## src/rtl/inst_axi_rd_bridge_pkg.sv

```systemverilog
// Shared constants for the instruction/data-side AXI read bridges.
// Holds AXI encodings, the kseg0/kseg1 mask and the fetch bridge FSM states.
package inst_axi_rd_bridge_pkg;

  localparam logic [1:0]  AXI_BURST_INCR = 2'b01;
  localparam logic [1:0]  AXI_RESP_OKAY  = 2'b00;
  localparam logic [31:0] KSEG01_MASK    = 32'h1FFF_FFFF;

  localparam logic [1:0] IBR_IDLE = 2'd0;
  localparam logic [1:0] IBR_AR   = 2'd1;
  localparam logic [1:0] IBR_R    = 2'd2;

  // kseg0 (0x8000_0000) and kseg1 (0xA000_0000) both have top bits 2'b10.
  function automatic logic is_kseg01(input logic [31:0] vaddr);
    return (vaddr[31:30] == 2'b10);
  endfunction

endpackage

```

## src/rtl/inst_axi_rd_bridge_addr_map_kseg.sv

```systemverilog
// Virtual-to-physical map for unmapped MIPS segments; purely combinational.
// kseg0/kseg1 fold onto the low 512 MB, every other address passes through.
module addr_map_kseg
  import inst_axi_rd_bridge_pkg::*;
(
  input  logic [31:0] i_vaddr,
  output logic [31:0] o_paddr
);

  assign o_paddr = is_kseg01(i_vaddr) ? (i_vaddr & KSEG01_MASK) : i_vaddr;

endmodule

```

## src/rtl/inst_axi_rd_bridge.sv

```systemverilog
// Fetch-side sram-like to single-beat AXI4 read bridge, one transaction in flight.
// Latency req->data_ok is 2 cycles minimum; AR and R stalls simply hold the FSM.
module inst_axi_rd_bridge
  import inst_axi_rd_bridge_pkg::*;
#(
  parameter logic [3:0] AXI_ID = 4'd0,
  parameter int         DATA_W = 32
) (
  input  logic              clk,
  input  logic              reset,
  input  logic              inst_sram_req,
  input  logic              inst_sram_wr,
  input  logic [1:0]        inst_sram_size,
  input  logic [3:0]        inst_sram_wstrb,
  input  logic [31:0]       inst_sram_addr,
  input  logic [DATA_W-1:0] inst_sram_wdata,
  output logic              inst_sram_addr_ok,
  output logic              inst_sram_data_ok,
  output logic [DATA_W-1:0] inst_sram_rdata,
  output logic [3:0]        arid,
  output logic [31:0]       araddr,
  output logic [7:0]        arlen,
  output logic [2:0]        arsize,
  output logic [1:0]        arburst,
  output logic [1:0]        arlock,
  output logic [3:0]        arcache,
  output logic [2:0]        arprot,
  output logic              arvalid,
  input  logic              arready,
  input  logic [3:0]        rid,
  input  logic [DATA_W-1:0] rdata,
  input  logic [1:0]        rresp,
  input  logic              rlast,
  input  logic              rvalid,
  output logic              rready,
  output logic              bus_err
);

  logic [1:0]  r_state;
  logic [31:0] r_araddr;
  logic [2:0]  r_arsize;
  logic [31:0] w_paddr;
  logic        w_unused;

  addr_map_kseg u_addr_map (
    .i_vaddr (inst_sram_addr),
    .o_paddr (w_paddr)
  );

  // Single-beat reads: rlast is not needed to end the burst, and rid is never checked.
  assign w_unused = &{1'b0, inst_sram_wr, inst_sram_wstrb, inst_sram_wdata, rid, rlast};

  always_ff @(posedge clk) begin
    if (reset) begin
      r_state  <= IBR_IDLE;
      r_araddr <= '0;
      r_arsize <= '0;
    end else begin
      case (r_state)
        IBR_IDLE: begin
          if (inst_sram_req) begin
            r_state  <= IBR_AR;
            r_araddr <= w_paddr;
            r_arsize <= {1'b0, inst_sram_size};
          end
        end
        IBR_AR: begin
          if (arready) r_state <= IBR_R;
        end
        IBR_R: begin
          if (rvalid) r_state <= IBR_IDLE;
        end
        default: r_state <= IBR_IDLE;
      endcase
    end
  end

  assign inst_sram_addr_ok = (r_state == IBR_IDLE) && inst_sram_req;
  assign arvalid           = (r_state == IBR_AR);
  assign rready            = (r_state == IBR_R);
  assign inst_sram_data_ok = rready && rvalid;
  assign inst_sram_rdata   = rdata;
  assign bus_err           = inst_sram_data_ok && (rresp != AXI_RESP_OKAY);

  assign arid    = AXI_ID;
  assign araddr  = r_araddr;
  assign arlen   = 8'd0;
  assign arsize  = r_arsize;
  assign arburst = AXI_BURST_INCR;
  assign arlock  = 2'b00;
  assign arcache = 4'b0000;
  assign arprot  = 3'b000;

endmodule

```

## config.mk

```make
export PLATFORM = sky130hd
export DESIGN_NAME = inst_axi_rd_bridge
export DESIGN_NICKNAME = d
export VERILOG_FILES = /design/src/rtl/inst_axi_rd_bridge_pkg.sv /design/src/rtl/inst_axi_rd_bridge_addr_map_kseg.sv /design/src/rtl/inst_axi_rd_bridge.sv
export SDC_FILE = /design/constraint.sdc
export NUM_CORES = 1
export LEC_CHECK = 0
export ABC_AREA = 0
export BUFFER_PORTS_ARGS = -buffer_cell sky130_fd_sc_hd__buf_4
export CORE_MARGIN = 5
export CORE_UTILIZATION = 36
export DETAILED_ROUTE_END_ITERATION = 12
export GPL_TIMING_DRIVEN = 0
export PLACE_DENSITY = 0.85
export SLEW_MARGIN = 15
export SYNTH_ARGS = -nofsm -noshare
export SYNTH_HDL_FRONTEND = slang
export SYNTH_SLANG_ARGS = --single-unit
```

## constraint.sdc

```tcl
create_clock -name clk -period 2.92 [get_ports clk]
set_input_delay 0.146 -clock clk [delete_from_list [all_inputs] [get_ports clk]]
set_output_delay 0.146 -clock clk [all_outputs]
set_load 0.01 [all_outputs]
```

======== Word level (Yosys, flattened, before mapping) ========
Index checks and enable logic that the tools add are counted.
W data, S select, Z words.
storage, ports and cells
  register bits after elaboration ......... 36
  input bits .............................. 115
  output and inout bits ................... 95
  logic and storage cells ................. 21
operators by class
  equal/unequal tests ..................... 6
  multiplexer cells ....................... 5
  reduce and logical (&&, ||, !) cells .... 7
operators by type and width
  cell                  number
  $mux W32              1
  $mux W2               3
  $pmux W2 S3           1
  $eq A2 B2 Y1 const B  2
  $ne A2 B2 Y1 const B  2
  $logic_and A1 B1 Y1   3
  $reduce_and A3 Y1     1
  $eq A2 B1 Y1 const B  1
  $logic_not A2 Y1      1
  $ne A2 B1 Y1 const B  1
  $reduce_and A2 Y1     1
  $reduce_bool A2 Y1    1

======== Depth between registers and ports, before layout ========
Gate-level depths: netlist of run 1.
  depth after elaboration ................. 3
  gate-level depth with buffers ........... 6
  gate-level depth less buffers ........... 4

======== Cells and area by module ========
From an unflattened synthesis of run 1, not the netlist that was laid out.
second synthesis, totals
  cells, all modules ...................... 251
  area, all modules ....................... 2341.0 µm²
modules (own cells, without submodules)
  module              times used  cells each  area each (µm²)
  inst_axi_rd_bridge  1           218         2097.0
  addr_map_kseg       1           33          244.0

======== Worst setup path before layout of run 1 ========
No wires, ideal clock.
  path kind ............................... register -> register
  from .................................... reg r_state[1]
  to ...................................... reg r_araddr[23], in the netlist araddr[23]
  library setup time ...................... 0.141 ns
  arrival ................................. 1.096 ns
  data required time ...................... 2.779 ns
  path slack .............................. 1.684 ns
  cell stages (with the launch flop) ...... 6
  period minus slack after synthesis ...... 1.236 ns
  cells stage by stage .................... dfxtp_1 -> or3b_1 -> buf_6 -> buf_2 -> nand2_1 -> a21oi_2
on the way
  cells in the longest elaborated chain, start to end .. 2
RTL lines
  element                             RTL line                  text
  from (decl)                         inst_axi_rd_bridge.sv:39  logic [1:0] r_state;
  from (signal assigned)              inst_axi_rd_bridge.sv:55  r_state <= IBR_IDLE;
  from (signal assigned)              inst_axi_rd_bridge.sv:62  r_state <= IBR_AR;
  from (signal assigned)              inst_axi_rd_bridge.sv:68  if (arready) r_state <= IBR_R;
  $logic_not A2 Y1                    inst_axi_rd_bridge.sv:59  case (r_state)
  $reduce_and A2 Y1 (no source line)  --
  to (signal assigned)                inst_axi_rd_bridge.sv:63  r_araddr <= w_paddr;
  to (decl)                           inst_axi_rd_bridge.sv:40  logic [31:0] r_araddr;
Every way passes these cells.
A chain may end at the register's enable or synchronous reset.

======== Final worst setup path of run 1 ========
  from .................................... reg r_state[1]
  to ...................................... out inst_sram_addr_ok
on the way
  cells in the longest elaborated chain, start to end .. 2
RTL lines
  element              RTL line                  text
  $logic_not A2 Y1     inst_axi_rd_bridge.sv:78  assign inst_sram_addr_ok = (r_state == IBR_IDLE) && inst_sram_req;
  $logic_and A1 B1 Y1  inst_axi_rd_bridge.sv:78
  to (decl)            inst_axi_rd_bridge.sv:17  output logic inst_sram_addr_ok,
Every way passes these cells.

==> results of run 1 <==
[final timing paths]
check / start / end / slack (ps)
setup reg to reg: r_state[1] / araddr[2] / 1560
hold reg to reg: araddr[11] / araddr[11] / 460
hold / removal: inst_sram_addr[11] / araddr[11] / 120
setup / recovery: r_state[1] / inst_sram_addr_ok / 1300
[critical path: stages, from the launching register on]
cell and delay (ps):
sky130_fd_sc_hd__dfxtp_1 320, sky130_fd_sc_hd__or3b_1 390, sky130_fd_sc_hd__buf_6 150, sky130_fd_sc_hd__clkinv_4 90, sky130_fd_sc_hd__buf_8 130, sky130_fd_sc_hd__buf_4 120
[synthesized netlist by cell type]
master	number	area, µm²
sky130_fd_sc_hd__o21a_1	1	7.51
sky130_fd_sc_hd__nor2b_1	2	12.5
sky130_fd_sc_hd__a21oi_2	18	158
sky130_fd_sc_hd__clkinv_4	1	8.76
sky130_fd_sc_hd__a21oi_1	17	85.1
sky130_fd_sc_hd__or3b_1	1	8.76
sky130_fd_sc_hd__a22oi_1	1	7.51
sky130_fd_sc_hd__buf_8	2	30.0
sky130_fd_sc_hd__buf_6	2	22.5
sky130_fd_sc_hd__inv_1	1	3.75
sky130_fd_sc_hd__nand3_1	2	10.0
sky130_fd_sc_hd__nor2_1	1	3.75
sky130_fd_sc_hd__conb_1	2	7.51
sky130_fd_sc_hd__clkbuf_1	2	7.51
sky130_fd_sc_hd__buf_4	56	420
sky130_fd_sc_hd__dfxtp_1	36	721
sky130_fd_sc_hd__buf_2	4	20.0
sky130_fd_sc_hd__nand2_1	66	248
sky130_fd_sc_hd__nand2b_1	2	12.5
sky130_fd_sc_hd__and2_1	1	6.26
sky130_fd_sc_hd__buf_1	1	3.75
[per-stage QoR]
step / hold WS, ps / cells / worst slack [ps] / area, µm²
after floorplan: 282 / 241 / 1680 / 1890
after global placement: 395 / 418 / 1590 / 2800
after detailed placement: 403 / 418 / 1580 / 2800
after CTS: 106 / 423 / 1280 / 2870
after global routing: 109 / 423 / 1230 / 2870
final: 116 / 423 / 1300 / 2870
[kinds of logic (layout without fill, tap and decap cells)]
group	count (synthesis)	in the layout	synth area share, %
simple gates	75	75	16.7
buf+inv	69	184	28.6
compound gates	37	37	14.3
flops	36	36	39.9
other cells	2	24	0.416
[cell type report]
type                            count  area share, %
Buffer                             67           17.6
Clock buffer                        5           2.40
Inverter                            2          0.437
Multi-Input combinational cell    136           22.7
Sequential cell                    36           25.2
Tap cell                           67           2.93
Timing Repair Buffer              110           28.8
[routing by layer]
layer  vias to the layer above  global-route usage [%]  part of all wire, %
li1                        880                       -                    -
met3                         8                    6.98                   12
met4                         0                    5.07                  1.5
met1                       765                    14.0                   34
met2                        91                    26.7                   52
met5                         -                       0                    0
[report_power, final]
part / internal (µW) / switching [µW] / total [µW] / leakage [µW]
Clock: 153 / 148 / 301 / 0.0000359
Combinational: 188 / 150 / 338 / 0.00112
Sequential: 523 / 15.8 / 539 / 0.000296
Total: 865 / 313 / 1180 / 0.00145
[registers in the layout, summed over array words and instances (netlist names)]
register,flops
r_state,2
araddr,32
arsize,2
==> qor.json, run 1 <==
{
  "outcome": "finished, final reports clean",
  "cts_num_sinks": 36,
  "drt-initial-drc-count": 30,
  "synth-seq-cells": 36,
  "area_of_the_die_um2": 6530,
  "cp_max_fo": 10,
  "seq_area_frac_synth_pct": 39.9,
  "wl_cell_um": 11.8,
  "htree_levels": 2,
  "fin_tns_setup_ps": 0,
  "grt_pass1_vias": 1740,
  "count_of_hold_fix_buffers_inserted_at_cts": 0,
  "number_of_antenna_violations_at_the_first_check_in_global_routing": 0,
  "worst_setup_hold_path_clk_slew_ps": 60,
  "synth-warning-count": 0,
  "core_region_area_um2": 4790,
  "drive_above_1_share_pct": 55.6,
  "multi_input_area_um2": 649,
  "cellLeakagePower_uw": 0.00145,
  "ctsLongestPathBuffers": 2,
  "route.vias.total": 1744,
  "clock_skew_ps": 1.53,
  "timing.final.setup_violations": 0,
  "irDropWorstVdd_mv": 0.261,
  "p_total_uw": 1180,
  "gpl.final_weighted_congestion": 0.706,
  "cts_tree": "built",
  "timing_max_transition_violations_final": 0,
  "max_slew.worst_pin.slew_ps": 642,
  "critical_path_arrival_ps": 1470,
  "mappedNetlistArea_um2": 1800,
  "grt_max_degree": 11,
  "effective_utilization_at_floorplan_pct": 37.7,
  "area.sequential_um2": 721,
  "rsz0062_at_grt": "no",
  "layout.cells.most_common_list": "sky130_fd_sc_hd__buf_4, sky130_fd_sc_hd__nand2_1, sky130_fd_sc_hd__dfxtp_1, sky130_fd_sc_hd__conb_1, sky130_fd_sc_hd__a21oi_2",
  "ant_nets": 0,
  "layout.core_utilization_pct": 59.9,
  "startpoint_types": "register",
  "synth_to_layout_area_growth_pct": 58.8,
  "i_o_pin_total": 210,
  "cts_buffers": 5,
  "fp-row-count": 25,
  "min_period_ps": 1620,
  "drv_cap": 0,
  "clock_latency_ps": 270,
  "post_synth_num_cell_types": 21,
  "routed_via_density": 4.12,
  "cp-end-kind": "output port",
  "cts_resized": 0,
  "final_hpwl_from_detailed_placement_um": 4190,
  "synthCells": 219,
  "total_congestion_overflow": 0,
  "path_class": "register to output port",
  "place.port_buffers": 110,
  "worst-endpoint-required_ps": 2770,
  "grt_pass1_wl_um": 7430,
  "synth_area_per_cell_um2": 8.24,
  "worst_hold_path_type": "input port to register",
  "mostFrequentLayoutCell": "sky130_fd_sc_hd__buf_4",
  "cts_root_buf": "sky130_fd_sc_hd__clkbuf_8",
  "finalHoldViolCount": 0,
  "hold-path-cell-count": 3,
  "floorplan_die_width_um": 80.8,
  "die_y_um": 80.8,
  "fillers": 453,
  "pre_repair_dr_iteration_count": 3,
  "max_freq_ghz": 0.618,
  "final_min_period_over_clock_period_pct": 55.4,
  "drt_drc_violations_left": 0,
  "gr-usage-all-layers_pct": 14.5,
  "reg2reg_depth": 6,
  "layout.nets": 473,
  "antenna_cells": 0,
  "drt_wl_total_um": 4990,
  "total_power_divided_by_cell_area_nw_per_um2": 411,
  "timing.slew.headroom_pct": 57.2,
  "postCtsSetupBuffers": 0
}
No activity file was read; power rests on OpenSTA's default activity.
==> run 2: changes to the inputs <==
- CORE_ASPECT_RATIO: not set -> 1.1
- CORE_UTILIZATION: 36 -> 33
- PLACE_DENSITY: 0.85 -> 0.79
- clock period: 2.92 -> 1.5 ns (I/O delays scaled with it)
==> qor.json, run 2 (same netlist as run 1, synthesis figures left out) <==
{
  "clock_skew": {"value": 7.59, "unit": "ps", "change": "+6.05 ps"},
  "clock_network_power_share": {"value": 27.4, "unit": "%", "change": "+1.9 points"},
  "drt-initial-drc-count": {"value": 36, "change": "+20%"},
  "gr-usage-all-layers": {"value": 13.6, "unit": "%", "change": "-0.90 points"},
  "min_period_ps": 1440,
  "cp-end-kind": "register",
  "worst_hold_path_type": "input port to register",
  "worst_r2r_startpoint": "r_state[0]",
  "seqPwrFrac": {"value": 44.3, "unit": "%", "change": "-1.5 points"},
  "grt_pass1_wl": {"value": 7420, "unit": "µm", "change": "-0.19%"},
  "worst_setup_hold_path_clk_slew": {"value": 70, "unit": "ps", "change": "about the same"},
  "count_of_hold_fix_buffers_inserted_at_cts": {"value": 0, "change": "unchanged"},
  "power_frac_comb": {"value": 28.3, "unit": "%", "change": "-0.4 points"},
  "drive_above_1_share": {"value": 56.0, "unit": "%", "change": "+0.37 points"},
  "irDropWorstVdd": {"value": 0.453, "unit": "mV", "change": "+74%"},
  "number_of_antenna_violations_at_the_first_check_in_global_routing": {"value": 0, "change": "unchanged"},
  "ctsLongestPathBuffers": {"value": 2, "change": "unchanged"},
  "outcome": "finished, final reports clean",
  "internal_power": {"value": 1710, "unit": "µW", "change": "+97%"},
  "area_of_the_die": {"value": 7050, "unit": "µm²", "change": "+8.0%"},
  "hold-path-cell-count": {"value": 3, "change": "unchanged"},
  "grt_pass1_vias": {"value": 1629, "change": "-6.4%"},
  "finalHoldViolCount": {"value": 0, "change": "unchanged"},
  "layout.cells.most_common_list": "sky130_fd_sc_hd__buf_4, sky130_fd_sc_hd__nand2_1, sky130_fd_sc_hd__dfxtp_1, sky130_fd_sc_hd__conb_1, sky130_fd_sc_hd__a21oi_2",
  "power_switching_share": {"value": 27.8, "unit": "%", "change": "+1.3 points"},
  "worst-endpoint-required": {"value": 1640, "unit": "ps", "change": "-1130 ps"},
  "critical_path_sink": "araddr[4]",
  "critical_path.reg2reg.endpoint": "araddr[4]",
  "fp-row-count": {"value": 28, "change": "+12%"},
  "cts_buffers": {"value": 5, "change": "unchanged"},
  "rsz0062_at_grt": "yes",
  "path_class": "register to register",
  "timing.final.setup_violations": {"value": 0, "change": "unchanged"},
  "final_hpwl_from_detailed_placement": {"value": 4100, "unit": "µm", "change": "-1.9%"},
  "final_min_period_over_clock_period_pct": 96.2,
  "setup.reg_to_reg.worst_slack": {"value": 60, "unit": "ps", "change": "-1500 ps"},
  "crit_start": "r_state[0]",
  "synth_to_layout_area_growth_pct": 60.8,
  "cp_max_fo": {"value": 10, "change": "unchanged"},
  "worst_slack": {"value": 57.6, "unit": "ps", "change": "-1240 ps"},
  "cts_num_sinks": {"value": 36, "change": "unchanged"},
  "pre_cts_ws": {"value": 153, "unit": "ps", "change": "-1420 ps"},
  "core_region_area": {"value": 5360, "unit": "µm²", "change": "+12%"},
  "drt_drc_violations_left": {"value": 0, "change": "unchanged"},
  "max_slew.worst_pin.slew": {"value": 645, "unit": "ps", "change": "+2.74 ps"},
  "die_y": {"value": 87.6, "unit": "µm", "change": "+8.4%"},
  "layout.nets": {"value": 474, "change": "+0.21%"},
  "grt_max_degree": {"value": 18, "change": "+7"},
  "place.port_buffers": {"value": 110, "change": "unchanged"},
  "reg2reg_depth": {"value": 6, "change": "unchanged"},
  "largest_register_ff_count": {"value": 32, "change": "unchanged"},
  "final_cell_area": {"value": 2900, "unit": "µm²", "change": "+1.3%"},
  "htree_levels": {"value": 2, "change": "unchanged"},
  "critical_path_arrival": {"value": 1590, "unit": "ps", "change": "+120 ps"},
  "floorplan_die_width": {"value": 80.5, "unit": "µm", "change": "-0.37%"},
  "total_congestion_overflow": {"value": 0, "change": "unchanged"},
  "total_power_divided_by_cell_area": {"value": 815, "unit": "nW/µm²", "change": "+98%"},
  "wl_cell": {"value": 11.6, "unit": "µm", "change": "-1.5%"},
  "pre_repair_dr_iteration_count": {"value": 2, "change": "-1"},
  "i_o_pin_total": {"value": 210, "change": "unchanged"},
  "clock_latency": {"value": 280, "unit": "ps", "change": "about the same"},
  "drt_wl_total": {"value": 5040, "unit": "µm", "change": "+1.1%"},
  "timing_max_transition_violations_final": {"value": 0, "change": "unchanged"},
  "cts_tree": "built",
  "gpl.final_weighted_congestion": {"value": 0.729, "change": "+3.3%"},
  "cts_root_buf": "sky130_fd_sc_hd__clkbuf_8",
  "max_freq_ghz": 0.693,
  "route.vias.total": {"value": 1719, "change": "-1.4%"},
  "antenna_cells": {"value": 0, "change": "unchanged"},
  "post_dp_cell_area": {"value": 2810, "unit": "µm²", "change": "+0.36%"},
  "fin_tns_setup": {"value": 0, "unit": "ps", "change": "unchanged"},
  "mostFrequentLayoutCell": "sky130_fd_sc_hd__buf_4",
  "routed_via_density": {"value": 3.96, "change": "-3.9%"},
  "cellLeakagePower": {"value": 0.00147, "unit": "µW", "change": "+0.95%"},
  "startpoint_types": "register",
  "timing.slew.headroom": {"value": 57.0, "unit": "%", "change": "-0.18 points"},
  "drv_cap": {"value": 0, "change": "unchanged"},
  "effective_utilization_at_floorplan": {"value": 33.7, "unit": "%", "change": "-4.0 points"},
  "ant_nets": {"value": 0, "change": "unchanged"},
  "total_switching_power": {"value": 658, "unit": "µW", "change": "+110%"}
}
[run 2: changes by cell type in the layout (fill, tap and decap cells not counted), sizes merged]
| cell | before | now |
|---|---|---|
| clkinv | 1 | 2 |
| buf | 175 | 176 |
| clkbuf | 7 | 8 |
[run 2: stage by stage]
stage / utilization, % / hold WS (ps) / instances / total power (µW)
final: 54.1 / 37.6 / 434 / 2360
after global routing: 54.1 / 29.8 / 434 / 2510
after detailed placement: 52.4 / 328 / 426 / 1740
after floorplan: - / 211 / 241 / 1440
after global placement: 52.4 / 322 / 426 / 1730
after CTS: 53.9 / 27.2 / 434 / 2400
[run 2: per-layer routing]
| layer | routed length (µm) | GRT usage [%] | part of all wire, % |
|---|---|---|---|
| met1 | 1820 | 14.3 | 36 |
| met2 | 2590 | 24.6 | 51 |
| met3 | 578 | 5.97 | 11 |
| met4 | 47 | 3.69 | 0.93 |
| met5 | 0 | 0 | 0 |
[run 2: layout make-up]
cell class / count / area, µm²
Clock inverter: 1 / 5.00
Inverter: 2 / 20.0
Clock buffer: 6 / 72.6
Buffer: 66 / 497
Fill cell: 544 / 2460
Tap cell: 75 / 93.8
Multi-Input combinational cell: 136 / 652
Timing Repair Buffer: 112 / 841
Sequential cell: 36 / 721
[run 2: what timing repair did]
action	in CTS	in global routing
buffers inserted	2	0
resized for setup	1	7
pin swaps	1	0
gates cloned	0	0
endpoints found under the setup margin	1	26
[run 2: worst min path at each step]
| stage | from | to | slack, ps |
|---|---|---|---|
| finish | inst_sram_addr[14] | araddr[14] | 40 |
| global route | inst_sram_addr[26] | araddr[26] | 30 |
| CTS | inst_sram_addr[14] | araddr[14] | 30 |
| detailed placement | rdata[26] | inst_sram_rdata[26] | 330 |
| global placement | inst_sram_addr[10] | araddr[10] | 320 |
| floorplan | inst_sram_addr[0] | araddr[0] | 210 |
[run 2: power groups by stage]
| stage | Clock [µW] | Sequential (µW) | Combinational [µW] |
|---|---|---|---|
| 2_1_floorplan | 0 | 1100 | 344 |
| 3_3_place_gp | 0 | 1070 | 658 |
| 3_5_place_dp | 0 | 1070 | 667 |
| 4_1_cts | 679 | 1050 | 671 |
| 5_1_grt | 724 | 1060 | 727 |
| 6_report | 649 | 1050 | 668 |
[run 2: worst max-delay path: stages, from the launching register on]
cell,delay (ps)
sky130_fd_sc_hd__dfxtp_1,320
sky130_fd_sc_hd__or3b_1,390
sky130_fd_sc_hd__buf_6,150
sky130_fd_sc_hd__buf_4,140
sky130_fd_sc_hd__buf_4,170
sky130_fd_sc_hd__nand2_1,90
sky130_fd_sc_hd__a21oi_2,50
==> run 3: changes to the inputs <==
- CORE_UTILIZATION: 33 -> 30
- PLACE_DENSITY: 0.79 -> 0.75
- clock period: 1.5 -> 1.2 ns (I/O delays scaled with it)
==> qor.json, run 3 (same netlist as run 1, synthesis figures left out) <==
{
  "reg2reg_depth": {"value": 5, "change": "-1"},
  "clock_latency": {"value": 280, "unit": "ps", "change": "about the same"},
  "place.port_buffers": {"value": 110, "change": "unchanged"},
  "cts_buffers": {"value": 5, "change": "unchanged"},
  "total_congestion_overflow": {"value": 0, "change": "unchanged"},
  "floorplan_die_width": {"value": 83.9, "unit": "µm", "change": "+4.3%"},
  "max_freq_ghz": 0.732,
  "hold-path-cell-count": {"value": 3, "change": "unchanged"},
  "mostFrequentLayoutCell": "sky130_fd_sc_hd__buf_4",
  "p_total": {"value": 3190, "unit": "µW", "change": "+35%"},
  "largest_delay_share_family_worst_path": "simple AND/OR/NAND/NOR gates",
  "critical_path_arrival": {"value": 1310, "unit": "ps", "change": "-280 ps"},
  "final_cell_count_no_fill": {"value": 446, "change": "+2.8%"},
  "irDropWorstVdd": {"value": 0.680, "unit": "mV", "change": "+50%"},
  "drive_above_1_share": {"value": 59.6, "unit": "%", "change": "+3.6 points"},
  "number_of_antenna_violations_at_the_first_check_in_global_routing": {"value": 0, "change": "unchanged"},
  "i_o_pin_total": {"value": 210, "change": "unchanged"},
  "effective_utilization_at_floorplan": {"value": 31.1, "unit": "%", "change": "-2.6 points"},
  "fin_tns_setup": {"value": -5100, "unit": "ps", "change": "-5100 ps"},
  "die_y": {"value": 91.3, "unit": "µm", "change": "+4.3%"},
  "setup.reg_to_reg.worst_slack": {"value": -160, "unit": "ps", "change": "-220 ps"},
  "drt_drc_violations_left": {"value": 0, "change": "unchanged"},
  "final_min_period_over_clock_period_pct": 114,
  "min_period_ps": 1370,
  "critPathBufInv": {"value": 3, "change": "unchanged"},
  "largest_register_ff_count": {"value": 32, "change": "unchanged"},
  "routed_via_density": {"value": 4.05, "change": "+2.2%"},
  "slowest_stage": "sky130_fd_sc_hd__or3b_4",
  "critical_path.cell_chain": "or3b_4 -> clkinv_8 -> buf_8 -> buf_6",
  "dp_cells": {"value": 428, "change": "+0.47%"},
  "area_of_the_die": {"value": 7670, "unit": "µm²", "change": "+8.8%"},
  "cts_tree": "built",
  "pre_repair_dr_iteration_count": {"value": 4, "change": "+2"},
  "synth_to_layout_area_growth_pct": 73.5,
  "grt_pass1_vias": {"value": 1836, "change": "+13%"},
  "hold_end": "araddr[19]",
  "startpoint_types": "register",
  "count_of_hold_fix_buffers_inserted_at_cts": {"value": 0, "change": "unchanged"},
  "crit_path_max_incr_delay": {"value": 450, "unit": "ps", "change": "+60 ps"},
  "wl_cell": {"value": 12.1, "unit": "µm", "change": "+4.1%"},
  "route.vias.total": {"value": 1806, "change": "+5.1%"},
  "cp-end-kind": "output port",
  "worst_hold_path_type": "input port to register",
  "gpl.final_weighted_congestion": {"value": 0.749, "change": "+2.7%"},
  "ant_nets": {"value": 0, "change": "unchanged"},
  "worst_setup_hold_path_clk_slew": {"value": 70, "unit": "ps", "change": "about the same"},
  "violations": "negative setup slack",
  "gr-usage-all-layers": {"value": 13.6, "unit": "%", "change": "-0.032 points"},
  "worst-endpoint-required": {"value": 1140, "unit": "ps", "change": "-500 ps"},
  "finalHoldViolCount": {"value": 0, "change": "unchanged"},
  "pre_cts_ws": {"value": -120, "unit": "ps", "change": "-273 ps"},
  "antenna_cells": {"value": 0, "change": "unchanged"},
  "drt_wl_total": {"value": 5390, "unit": "µm", "change": "+7.0%"},
  "final_hpwl_from_detailed_placement": {"value": 4180, "unit": "µm", "change": "+1.9%"},
  "fp-row-count": {"value": 29, "change": "+3.6%"},
  "timing.final.setup_violations": {"value": 38, "change": "+38"},
  "rsz0062_at_grt": "yes",
  "core_region_area": {"value": 5810, "unit": "µm²", "change": "+8.3%"},
  "outcome": "finished with violations",
  "cts_root_buf": "sky130_fd_sc_hd__clkbuf_8",
  "worst_r2r_startpoint": "r_state[0]",
  "htree_levels": {"value": 2, "change": "unchanged"},
  "total_power_divided_by_cell_area": {"value": 1020, "unit": "nW/µm²", "change": "+25%"},
  "hold_path.startpoint": "inst_sram_addr[19]",
  "cellLeakagePower": {"value": 0.00157, "unit": "µW", "change": "+7.3%"},
  "cp_max_fo": {"value": 4, "change": "-6"},
  "drv_cap": {"value": 0, "change": "unchanged"},
  "max_slew.worst_pin.slew": {"value": 692, "unit": "ps", "change": "+46.9 ps"},
  "layout.nets": {"value": 484, "change": "+2.1%"},
  "worst_slack": {"value": -167, "unit": "ps", "change": "-224 ps"},
  "worstSetupPathDepth": {"value": 4, "change": "-2"},
  "timing_max_transition_violations_final": {"value": 0, "change": "unchanged"},
  "clock_skew": {"value": 6.41, "unit": "ps", "change": "-1.18 ps"},
  "layout.cells.most_common_list": "sky130_fd_sc_hd__buf_4, sky130_fd_sc_hd__nand2_1, sky130_fd_sc_hd__dfxtp_1, sky130_fd_sc_hd__conb_1, sky130_fd_sc_hd__a21oi_2",
  "ctsLongestPathBuffers": {"value": 2, "change": "unchanged"},
  "grt_pass1_wl": {"value": 8420, "unit": "µm", "change": "+13%"},
  "path_class": "register to output port",
  "timing.slew.headroom": {"value": 53.9, "unit": "%", "change": "-3.1 points"},
  "critical_path.reg2reg.endpoint": "araddr[25]",
  "grt_max_degree": {"value": 11, "change": "-7"},
  "drt-initial-drc-count": {"value": 29, "change": "-19%"},
  "cts_num_sinks": {"value": 36, "change": "unchanged"}
}
run 3: stage by stage:
stage	util [%]	hold slack (ps)	cell area [µm²]
2_1_floorplan	-	196	1920
3_3_place_gp	48.9	298	2840
3_5_place_dp	48.9	298	2840
4_1_cts	52.8	9.01	3070
5_1_grt	53.9	7.79	3130
6_report	53.9	19.0	3130
run 3: worst max path at each step:
stage | from | to | slack, ps
floorplan | r_state[0] | araddr[10] | -10
global placement | r_state[0] | araddr[20] | -120
detailed placement | r_state[0] | araddr[0] | -120
CTS | r_state[1] | inst_sram_addr_ok | -230
global route | r_state[0] | inst_sram_addr_ok | -210
finish | r_state[0] | inst_sram_addr_ok | -170
run 3: what timing repair did:
action / 4_1_cts / 5_1_grt
setup buffers: 8 / 2
resized for setup: 11 / 11
setup endpoints to repair: 35 / 40
pin swaps: 3 / 2
hold endpoints to repair: 0 / 0
gates cloned: 2 / 1
run 3: report_power, final:
part	leakage (µW)	total (µW)	internal, µW	switching [µW]
registers	0.000296	1310	1270	39.0
logic	0.00123	960	556	404
clock network	0.0000503	915	511	404
total	0.00157	3190	2340	847
run 3: tightest hold or removal path: stages:
cell	delay, ps
sky130_fd_sc_hd__buf_4	110
sky130_fd_sc_hd__nand2_1	40
sky130_fd_sc_hd__a21oi_1	50
run 3: metal layers:
layer | up-vias | routed length, µm | GRT usage [%]
li1 | 903 | - | -
met1 | 787 | 2010 | 14.2
met2 | 109 | 2620 | 23.5
met3 | 7 | 675 | 7.33
met4 | 0 | 86 | 4.02
met5 | - | 0 | 0
run 3: layout make-up:
type / instances / area (µm²)
clock buffer: 7 / 96.3
buffer: 65 / 508
multi-input combinational: 136 / 679
inverter: 2 / 20.0
sequential: 36 / 723
tap: 77 / 96.3
timing repair buffer: 123 / 1010
fill: 537 / 2680
